==> src/rtl/acc_reg_responder_if.sv <==
// Bundle of the regfile/forwarding signals between the FPU pivot accelerator
// (master) and the CPU-side register file responder (slave).
interface acc_reg_responder_if #(
    parameter int ADDR_W = 4,
    parameter int DATA_W = 32
);
    logic                         rreq_i;
    logic [2:0][ADDR_W-1:0]       raddr_i;
    logic [2:0][DATA_W-1:0]       rdata_o;
    logic                         rvalid_o;
    logic                         acc_wren_i;
    logic [ADDR_W-1:0]            acc_waddr_i;
    logic [DATA_W-1:0]            acc_wdata_i;
    logic                         cpu_we_i;
    logic [ADDR_W-1:0]            cpu_waddr_i;
    logic [DATA_W-1:0]            cpu_wdata_i;
    logic [DATA_W-1:0]            fwd_data_o;
    logic                         fwd_valid_o;
    logic                         wb_full_o;
    logic                         wb_ovf_o;

    modport master (
        output rreq_i, raddr_i, acc_wren_i, acc_waddr_i, acc_wdata_i,
               cpu_we_i, cpu_waddr_i, cpu_wdata_i,
        input  rdata_o, rvalid_o, fwd_data_o, fwd_valid_o, wb_full_o, wb_ovf_o
    );

    modport slave (
        input  rreq_i, raddr_i, acc_wren_i, acc_waddr_i, acc_wdata_i,
               cpu_we_i, cpu_waddr_i, cpu_wdata_i,
        output rdata_o, rvalid_o, fwd_data_o, fwd_valid_o, wb_full_o, wb_ovf_o
    );
endinterface

==> src/rtl/acc_reg_responder.sv <==
// CPU-side register file responder for the FPU pivot accelerator.
// Serves 3-operand reads (latency 1), arbitrates the single RAM write port
// (CPU first, then FIFO drain, then direct accelerator write), queues losing
// accelerator writes in a small FIFO and forwards CPU writeback data.
// Optional feature: define ACC_RF_ZERO_REG_EN to hardwire register 0 to zero.
// Reset rst_n is asynchronous and active-high.
module acc_reg_responder #(
    parameter int NUM_REGS = 16,
    parameter int ADDR_W   = 4,
    parameter int DATA_W   = 32,
    parameter int WB_DEPTH = 4
) (
    input  logic                 clk,
    input  logic                 rst_n,
    acc_reg_responder_if.slave   bus
);
    localparam int PTR_W = $clog2(WB_DEPTH);
    localparam int CNT_W = PTR_W + 1;

    logic [DATA_W-1:0] ram_q     [NUM_REGS];
    logic [DATA_W-1:0] ram_d     [NUM_REGS];
    logic [ADDR_W-1:0] wb_addr_q [WB_DEPTH];
    logic [ADDR_W-1:0] wb_addr_d [WB_DEPTH];
    logic [DATA_W-1:0] wb_data_q [WB_DEPTH];
    logic [DATA_W-1:0] wb_data_d [WB_DEPTH];
    logic [WB_DEPTH-1:0] wb_vld_q, wb_vld_d;
    logic [PTR_W-1:0]  wr_ptr_q, wr_ptr_d;
    logic [PTR_W-1:0]  rd_ptr_q, rd_ptr_d;
    logic [CNT_W-1:0]  count_q, count_d;
    logic [2:0][DATA_W-1:0] rdata_q, rdata_d;
    logic              rvalid_q, rvalid_d;
    logic [DATA_W-1:0] fwd_data_q, fwd_data_d;
    logic              fwd_valid_q, fwd_valid_d;
    logic              wb_full_q, wb_full_d;
    logic              wb_ovf_q, wb_ovf_d;

    logic              acc_ok, cpu_ok;
    logic              fifo_empty, fifo_full;
    logic              pop, push, push_eff, drop, direct;
    logic [2:0][DATA_W-1:0] rd_res;

    // Writes to r0 are discarded outright when the zero register is enabled.
`ifdef ACC_RF_ZERO_REG_EN
    assign acc_ok = bus.acc_wren_i && (bus.acc_waddr_i != '0);
    assign cpu_ok = bus.cpu_we_i   && (bus.cpu_waddr_i != '0);
`else
    assign acc_ok = bus.acc_wren_i;
    assign cpu_ok = bus.cpu_we_i;
`endif

    // Write-port arbitration: the CPU owns the port whenever it strobes, even to r0.
    always_comb begin
        fifo_empty = (count_q == '0);
        fifo_full  = (count_q == CNT_W'(WB_DEPTH));
        pop        = !bus.cpu_we_i && !fifo_empty;
        direct     = acc_ok && !bus.cpu_we_i && fifo_empty;
        push       = acc_ok && (bus.cpu_we_i || !fifo_empty);
        drop       = push && fifo_full && !pop;
        push_eff   = push && !drop;
    end

    // Next-state for RAM, writeback FIFO, status and forwarding registers.
    always_comb begin
        ram_d       = ram_q;
        wb_addr_d   = wb_addr_q;
        wb_data_d   = wb_data_q;
        wb_vld_d    = wb_vld_q;
        wr_ptr_d    = wr_ptr_q;
        rd_ptr_d    = rd_ptr_q;
        count_d     = count_q + CNT_W'(push_eff) - CNT_W'(pop);
        wb_ovf_d    = wb_ovf_q | drop;
        fwd_valid_d = bus.cpu_we_i;
        fwd_data_d  = bus.cpu_we_i ? bus.cpu_wdata_i : fwd_data_q;

        if (cpu_ok) begin
            ram_d[bus.cpu_waddr_i] = bus.cpu_wdata_i;
        end else if (pop) begin
            if (wb_vld_q[rd_ptr_q]) begin
                ram_d[wb_addr_q[rd_ptr_q]] = wb_data_q[rd_ptr_q];
            end
        end else if (direct) begin
            ram_d[bus.acc_waddr_i] = bus.acc_wdata_i;
        end

        // Queued entries older than this CPU write must not overwrite it later.
        if (cpu_ok) begin
            for (int unsigned i = 0; i < WB_DEPTH; i++) begin
                if (wb_addr_q[i] == bus.cpu_waddr_i) begin
                    wb_vld_d[i] = 1'b0;
                end
            end
        end

        if (pop) begin
            wb_vld_d[rd_ptr_q] = 1'b0;
            rd_ptr_d           = rd_ptr_q + PTR_W'(1);
        end

        // Applied after kill/pop so a same-cycle push (newest data) always survives.
        if (push_eff) begin
            wb_addr_d[wr_ptr_q] = bus.acc_waddr_i;
            wb_data_d[wr_ptr_q] = bus.acc_wdata_i;
            wb_vld_d[wr_ptr_q]  = 1'b1;
            wr_ptr_d            = wr_ptr_q + PTR_W'(1);
        end

        wb_full_d = (count_d == CNT_W'(WB_DEPTH));
    end

    // Operand resolution: RAM, then oldest-to-newest FIFO, then CPU, then accelerator.
    always_comb begin
        logic [ADDR_W-1:0] a;
        logic [PTR_W-1:0]  idx;
        logic [DATA_W-1:0] v;
        rd_res = '0;
        for (int unsigned k = 0; k < 3; k++) begin
            a = bus.raddr_i[k];
            v = ram_q[a];
            for (int unsigned j = 0; j < WB_DEPTH; j++) begin
                idx = rd_ptr_q + PTR_W'(j);
                if ((CNT_W'(j) < count_q) && wb_vld_q[idx] && (wb_addr_q[idx] == a)) begin
                    v = wb_data_q[idx];
                end
            end
            if (cpu_ok && (bus.cpu_waddr_i == a)) begin
                v = bus.cpu_wdata_i;
            end
            if ((push_eff || direct) && (bus.acc_waddr_i == a)) begin
                v = bus.acc_wdata_i;
            end
`ifdef ACC_RF_ZERO_REG_EN
            if (a == '0) begin
                v = '0;
            end
`endif
            rd_res[k] = v;
        end
        rvalid_d = bus.rreq_i;
        rdata_d  = bus.rreq_i ? rd_res : rdata_q;
    end

    // State registers; reset clears RAM, FIFO and any in-flight read.
    always_ff @(posedge clk or posedge rst_n) begin
        if (rst_n) begin
            for (int unsigned i = 0; i < NUM_REGS; i++) begin
                ram_q[i] <= '0;
            end
            for (int unsigned i = 0; i < WB_DEPTH; i++) begin
                wb_addr_q[i] <= '0;
                wb_data_q[i] <= '0;
            end
            wb_vld_q    <= '0;
            wr_ptr_q    <= '0;
            rd_ptr_q    <= '0;
            count_q     <= '0;
            rdata_q     <= '0;
            rvalid_q    <= 1'b0;
            fwd_data_q  <= '0;
            fwd_valid_q <= 1'b0;
            wb_full_q   <= 1'b0;
            wb_ovf_q    <= 1'b0;
        end else begin
            ram_q       <= ram_d;
            wb_addr_q   <= wb_addr_d;
            wb_data_q   <= wb_data_d;
            wb_vld_q    <= wb_vld_d;
            wr_ptr_q    <= wr_ptr_d;
            rd_ptr_q    <= rd_ptr_d;
            count_q     <= count_d;
            rdata_q     <= rdata_d;
            rvalid_q    <= rvalid_d;
            fwd_data_q  <= fwd_data_d;
            fwd_valid_q <= fwd_valid_d;
            wb_full_q   <= wb_full_d;
            wb_ovf_q    <= wb_ovf_d;
        end
    end

    assign bus.rdata_o     = rdata_q;
    assign bus.rvalid_o    = rvalid_q;
    assign bus.fwd_data_o  = fwd_data_q;
    assign bus.fwd_valid_o = fwd_valid_q;
    assign bus.wb_full_o   = wb_full_q;
    assign bus.wb_ovf_o    = wb_ovf_q;

endmodule

==> src/flat_wrapper.sv <==
// flat-port wrapper written by rule: the top's interface ports become plain ports
module acc_reg_responder_flat 
#(
    parameter int NUM_REGS = 16,
    parameter int ADDR_W   = 4,
    parameter int DATA_W   = 32,
    parameter int WB_DEPTH = 4
)
  (clk, rst_n, bus_rreq_i, bus_raddr_i, bus_acc_wren_i, bus_acc_waddr_i, bus_acc_wdata_i, bus_cpu_we_i, bus_cpu_waddr_i, bus_cpu_wdata_i, bus_rdata_o, bus_rvalid_o, bus_fwd_data_o, bus_fwd_valid_o, bus_wb_full_o, bus_wb_ovf_o);
  acc_reg_responder_if #(.ADDR_W(ADDR_W), .DATA_W(DATA_W)) bus_i ();
  input  logic clk;
  input  logic rst_n;
  input wire logic [$bits(bus_i.rreq_i)-1:0] bus_rreq_i;
  input wire logic [$bits(bus_i.raddr_i)-1:0] bus_raddr_i;
  input wire logic [$bits(bus_i.acc_wren_i)-1:0] bus_acc_wren_i;
  input wire logic [$bits(bus_i.acc_waddr_i)-1:0] bus_acc_waddr_i;
  input wire logic [$bits(bus_i.acc_wdata_i)-1:0] bus_acc_wdata_i;
  input wire logic [$bits(bus_i.cpu_we_i)-1:0] bus_cpu_we_i;
  input wire logic [$bits(bus_i.cpu_waddr_i)-1:0] bus_cpu_waddr_i;
  input wire logic [$bits(bus_i.cpu_wdata_i)-1:0] bus_cpu_wdata_i;
  output wire logic [$bits(bus_i.rdata_o)-1:0] bus_rdata_o;
  output wire logic [$bits(bus_i.rvalid_o)-1:0] bus_rvalid_o;
  output wire logic [$bits(bus_i.fwd_data_o)-1:0] bus_fwd_data_o;
  output wire logic [$bits(bus_i.fwd_valid_o)-1:0] bus_fwd_valid_o;
  output wire logic [$bits(bus_i.wb_full_o)-1:0] bus_wb_full_o;
  output wire logic [$bits(bus_i.wb_ovf_o)-1:0] bus_wb_ovf_o;
  assign bus_i.rreq_i = bus_rreq_i;
  assign bus_i.raddr_i = bus_raddr_i;
  assign bus_i.acc_wren_i = bus_acc_wren_i;
  assign bus_i.acc_waddr_i = bus_acc_waddr_i;
  assign bus_i.acc_wdata_i = bus_acc_wdata_i;
  assign bus_i.cpu_we_i = bus_cpu_we_i;
  assign bus_i.cpu_waddr_i = bus_cpu_waddr_i;
  assign bus_i.cpu_wdata_i = bus_cpu_wdata_i;
  assign bus_rdata_o = bus_i.rdata_o;
  assign bus_rvalid_o = bus_i.rvalid_o;
  assign bus_fwd_data_o = bus_i.fwd_data_o;
  assign bus_fwd_valid_o = bus_i.fwd_valid_o;
  assign bus_wb_full_o = bus_i.wb_full_o;
  assign bus_wb_ovf_o = bus_i.wb_ovf_o;
  acc_reg_responder #(.NUM_REGS(NUM_REGS), .ADDR_W(ADDR_W), .DATA_W(DATA_W), .WB_DEPTH(WB_DEPTH)) u_core (.clk(clk), .rst_n(rst_n), .bus(bus_i));
endmodule
==> config.mk <==
export PLATFORM = sky130hd
export DESIGN_NAME = acc_reg_responder_flat
export DESIGN_NICKNAME = d
export VERILOG_FILES = /design/src/rtl/acc_reg_responder_if.sv /design/src/rtl/acc_reg_responder.sv /design/src/flat_wrapper.sv
export SDC_FILE = /design/constraint.sdc
export NUM_CORES = 2
export LEC_CHECK = 0
export CORE_MARGIN = 2
export CORE_UTILIZATION = 35
export DETAILED_ROUTE_END_ITERATION = 16
export PLACE_DENSITY = 0.54
export SLEW_MARGIN = 20
export SYNTH_ARGS = -nofsm -noshare
export SYNTH_HDL_FRONTEND = slang
export SYNTH_SLANG_ARGS = --single-unit
==> constraint.sdc <==
create_clock -name clk -period 38.8 [get_ports clk]
set_input_delay 7.76 -clock clk [delete_from_list [all_inputs] [get_ports clk]]
set_output_delay 7.76 -clock clk [all_outputs]
set_load 0.05 [all_outputs]
==> impl_metrics.ini <==
[critical_path]
rr_worst_depth = 11
regToRegSetupSlack_ns = 33.04
worstSetupEndpointType = flop
cp-startpoint = bus_raddr_i[8]
critPathRequiredTime_ns = 39.42
r2r_end = u_core.bus.rdata_o[22]
crit_type = in -> reg
crit-reg2reg-launch = u_core.rd_ptr_q[1]
crit_path_max_fanout = 36
critPathLaunchType = input pin
cp.arrival_ns = 12.54

[finish]
nNetsFinal = 5188
fin_cells = 7350
drive_gt1_share_pct = 23.3
final_common_cell = dfrtp_1
area_growth_pct = 12.1
final_cell_mix = dfrtp_1, mux4_2, a221oi_1, nand2_1, o31ai_1

[placed_design]
io_buffer_count = 220
hpwl_um = 166000
dp_cells = 7180
globalplace.congestion = 0.937

[route]
first_pass_iters = 9
drt_iter0_markers = 9671
drc = 0
vias = 54200
postRouteAntennaNets = 0
wl_um = 282000
drt-wirelength-per-cell_um = 38.3
viasPerCell = 7.37

[timing]
hold_viol = 0
finClkSkew_ns = 0.0332
rsz0062_at_grt = no
setup_violations = 0
max_slew_margin_pct = 15.1
whs_ns = 0.472
final_max_slew_viol_count = 0
post-route-min-period_ns = 11.92
tns_ns = 0
min_period_over_period_pct = 30.7
fmax_mhz = 83.9
worst_pin_slew_ns = 1.27

[synthesis]
yosysUniqueCellTypes = 71
avgSynthCellArea_um2 = 10.9
syn_inst = 5330
synthSimpleGateAreaFrac_pct = 7.37
synth-compound-area-share_pct = 23.4
syn_area_um2 = 58000
yosysWarnings = 0
yosys.area_share.adder_pct = 0.293
synthMuxAreaShare_pct = 27.3
synth_top_family_by_area = multiplexers
ys_seq_area_share_pct = 34.5
ys_ff_latch = 799
ys_async_sr_fraction_pct = 100
synth_nets = 5432
yosys.area_share.xor_xnor_pct = 1.40
ys.flop_type = dfrtp_1
synth_edf_count = 0

[power]
power_uw = 5850
switching_power_uw = 2800
peakVddDrop_v = 0.0000676
internal-power_uw = 3050
p_seq_share_pct = 27.5
power_frac_clock_pct = 16.1
leakagePower_uw = 0.0244
pwr-share-comb_pct = 56.4
cellPowerDensity_nw_per_um2 = 90.0
switching_share_pct = 47.9

[clock_network]
cts.htree.levels = 3
post_cts_resized = 0
cts_root_buffer = clkbuf_16
postCtsSetupBuffers = 0
cts_tree = built
cts_hold_buf = 0
cts-buffers-inserted = 92
clkTransAtPathRegs_ns = 0.06
clock-sinks = 799
clk_latency_ns = 0.74
clk_path_buf_depth = 3

[grt]
grt_max_degree = 171
grt_pass1_wl_um = 396000
antenna_found_initial = 12
grt_use_total_pct = 32.5
grt_pass1_vias = 51400
grt-ovfl-total = 0

[outcome]
status = finished clean

[floorplanning]
dieWidth_um = 411
start_util_pct = 35.2
fp.dieH_um = 411
pin_count = 221
rows = 149
dieArea_um2 = 169000
coreArea_um2 = 165000

[min_path]
min_path_cells = 1
min_to = u_core.bus.wb_ovf_o
hold_path_class = reg -> reg
min_from = u_core.bus.wb_ovf_o

[job]
drv_cap = 0
-- synth_stat cells, types with 66 or more instances --
master | instances | area [µm²]
clkbuf_1 | 509 | 1910
inv_1 | 74 | 278
mux2_2 | 180 | 2030
mux4_2 | 564 | 12700
and2_1 | 66 | 413
a21oi_1 | 180 | 901
o21ai_0 | 167 | 836
o31ai_1 | 375 | 2820
buf_2 | 128 | 641
o21a_1 | 86 | 646
a222oi_1 | 77 | 771
nand2_1 | 436 | 1640
buf_1 | 88 | 330
a221oi_1 | 440 | 3850
mux2i_1 | 111 | 1110
nor2_1 | 290 | 1090
o221ai_1 | 99 | 867
dfrtp_1 | 799 | 20000
-- power by group through the flow --
stage,combinational (µW),sequential (µW),clock [µW]
2_1_floorplan,1950,1630,0
3_3_place_gp,3120,1580,0
3_5_place_dp,3150,1600,0
4_1_cts,3170,1580,944
5_1_grt,3420,1650,976
6_report,3300,1610,941
-- how the worst max path moves through the flow --
stage / slack (ns) / endpoint
2_1_floorplan: 8.60 / u_core.bus.fwd_data_o[0]
3_3_place_gp: 26.16 / u_core.bus.rdata_o[87]
3_5_place_dp: 26.15 / u_core.bus.rdata_o[84]
4_1_cts: 26.92 / u_core.bus.rdata_o[84]
5_1_grt: 26.61 / u_core.bus.rdata_o[85]
6_report: 26.88 / u_core.bus.rdata_o[84]
-- cells by family (layout without fill, tap and decap cells) --
kind of cell / Yosys count / after routing
buf+inv: 818 / 644
fa+ha+maj: 13 / 13
flops: 799 / 799
compound gates: 1783 / 1783
simple gates: 969 / 969
xor+xnor: 91 / 91
mux: 857 / 857
other cells: 0 / 5
-- state kept, by name, summed over array words and instances, names as in the netlist --
| register | cells |
|---|---|
| u_core.bus.rdata_o | 96 |
| u_core.rd_ptr_q | 2 |
| u_core.wb_data_q | 128 |
| u_core.wb_vld_q | 4 |
| u_core.ram_q | 512 |
| u_core.bus.rvalid_o | 1 |
| u_core.wb_addr_q | 16 |
| u_core.wr_ptr_q | 2 |
| u_core.bus.wb_ovf_o | 1 |
| u_core.bus.fwd_valid_o | 1 |
| u_core.bus.fwd_data_o | 32 |
| u_core.bus.wb_full_o | 1 |
| u_core.count_q | 3 |
-- routing by layer --
layer | vias up | share of wire, % | global-route usage (%) | wire length, µm
met3 | 1096 | 15 | 13.1 | 42300
met4 | 8 | 7.1 | 19.7 | 19900
met2 | 4565 | 41 | 46.1 | 116000
met5 | - | 0.017 | 0 | 49
met1 | 27600 | 37 | 41.3 | 103000
li1 | 20900 | - | - | -
-- final cells by class --
type	instances	area, µm²
multi-input cells	3713	35200
well taps	2189	2740
clock buffers	124	2640
diodes	5	12.5
inverters	77	298
repair buffers	403	3660
flip-flops and latches	799	20000
clock inverters	40	479
fillers	15900	99800
-- stage by stage --
stage | worst slack [ns] | area [µm²] | util [%]
floorplan | 8.60 | 58000 | -
global placement | 26.16 | 61800 | 37.5
detailed placement | 26.15 | 61800 | 37.5
CTS | 26.92 | 64900 | 39.4
global route | 26.61 | 65000 | 39.4
finish | 26.88 | 65000 | 39.4
-- worst max-delay path, stage by stage --
cell and delay [ns]:
buf_8 0.30, buf_4 0.68, buf_4 0.75, buf_4 0.73, mux4_2 0.60, mux4_2 0.48, mux2i_1 0.63, a21oi_1 0.16
o31a_1 0.31
(Power assumes the default switching activity.)
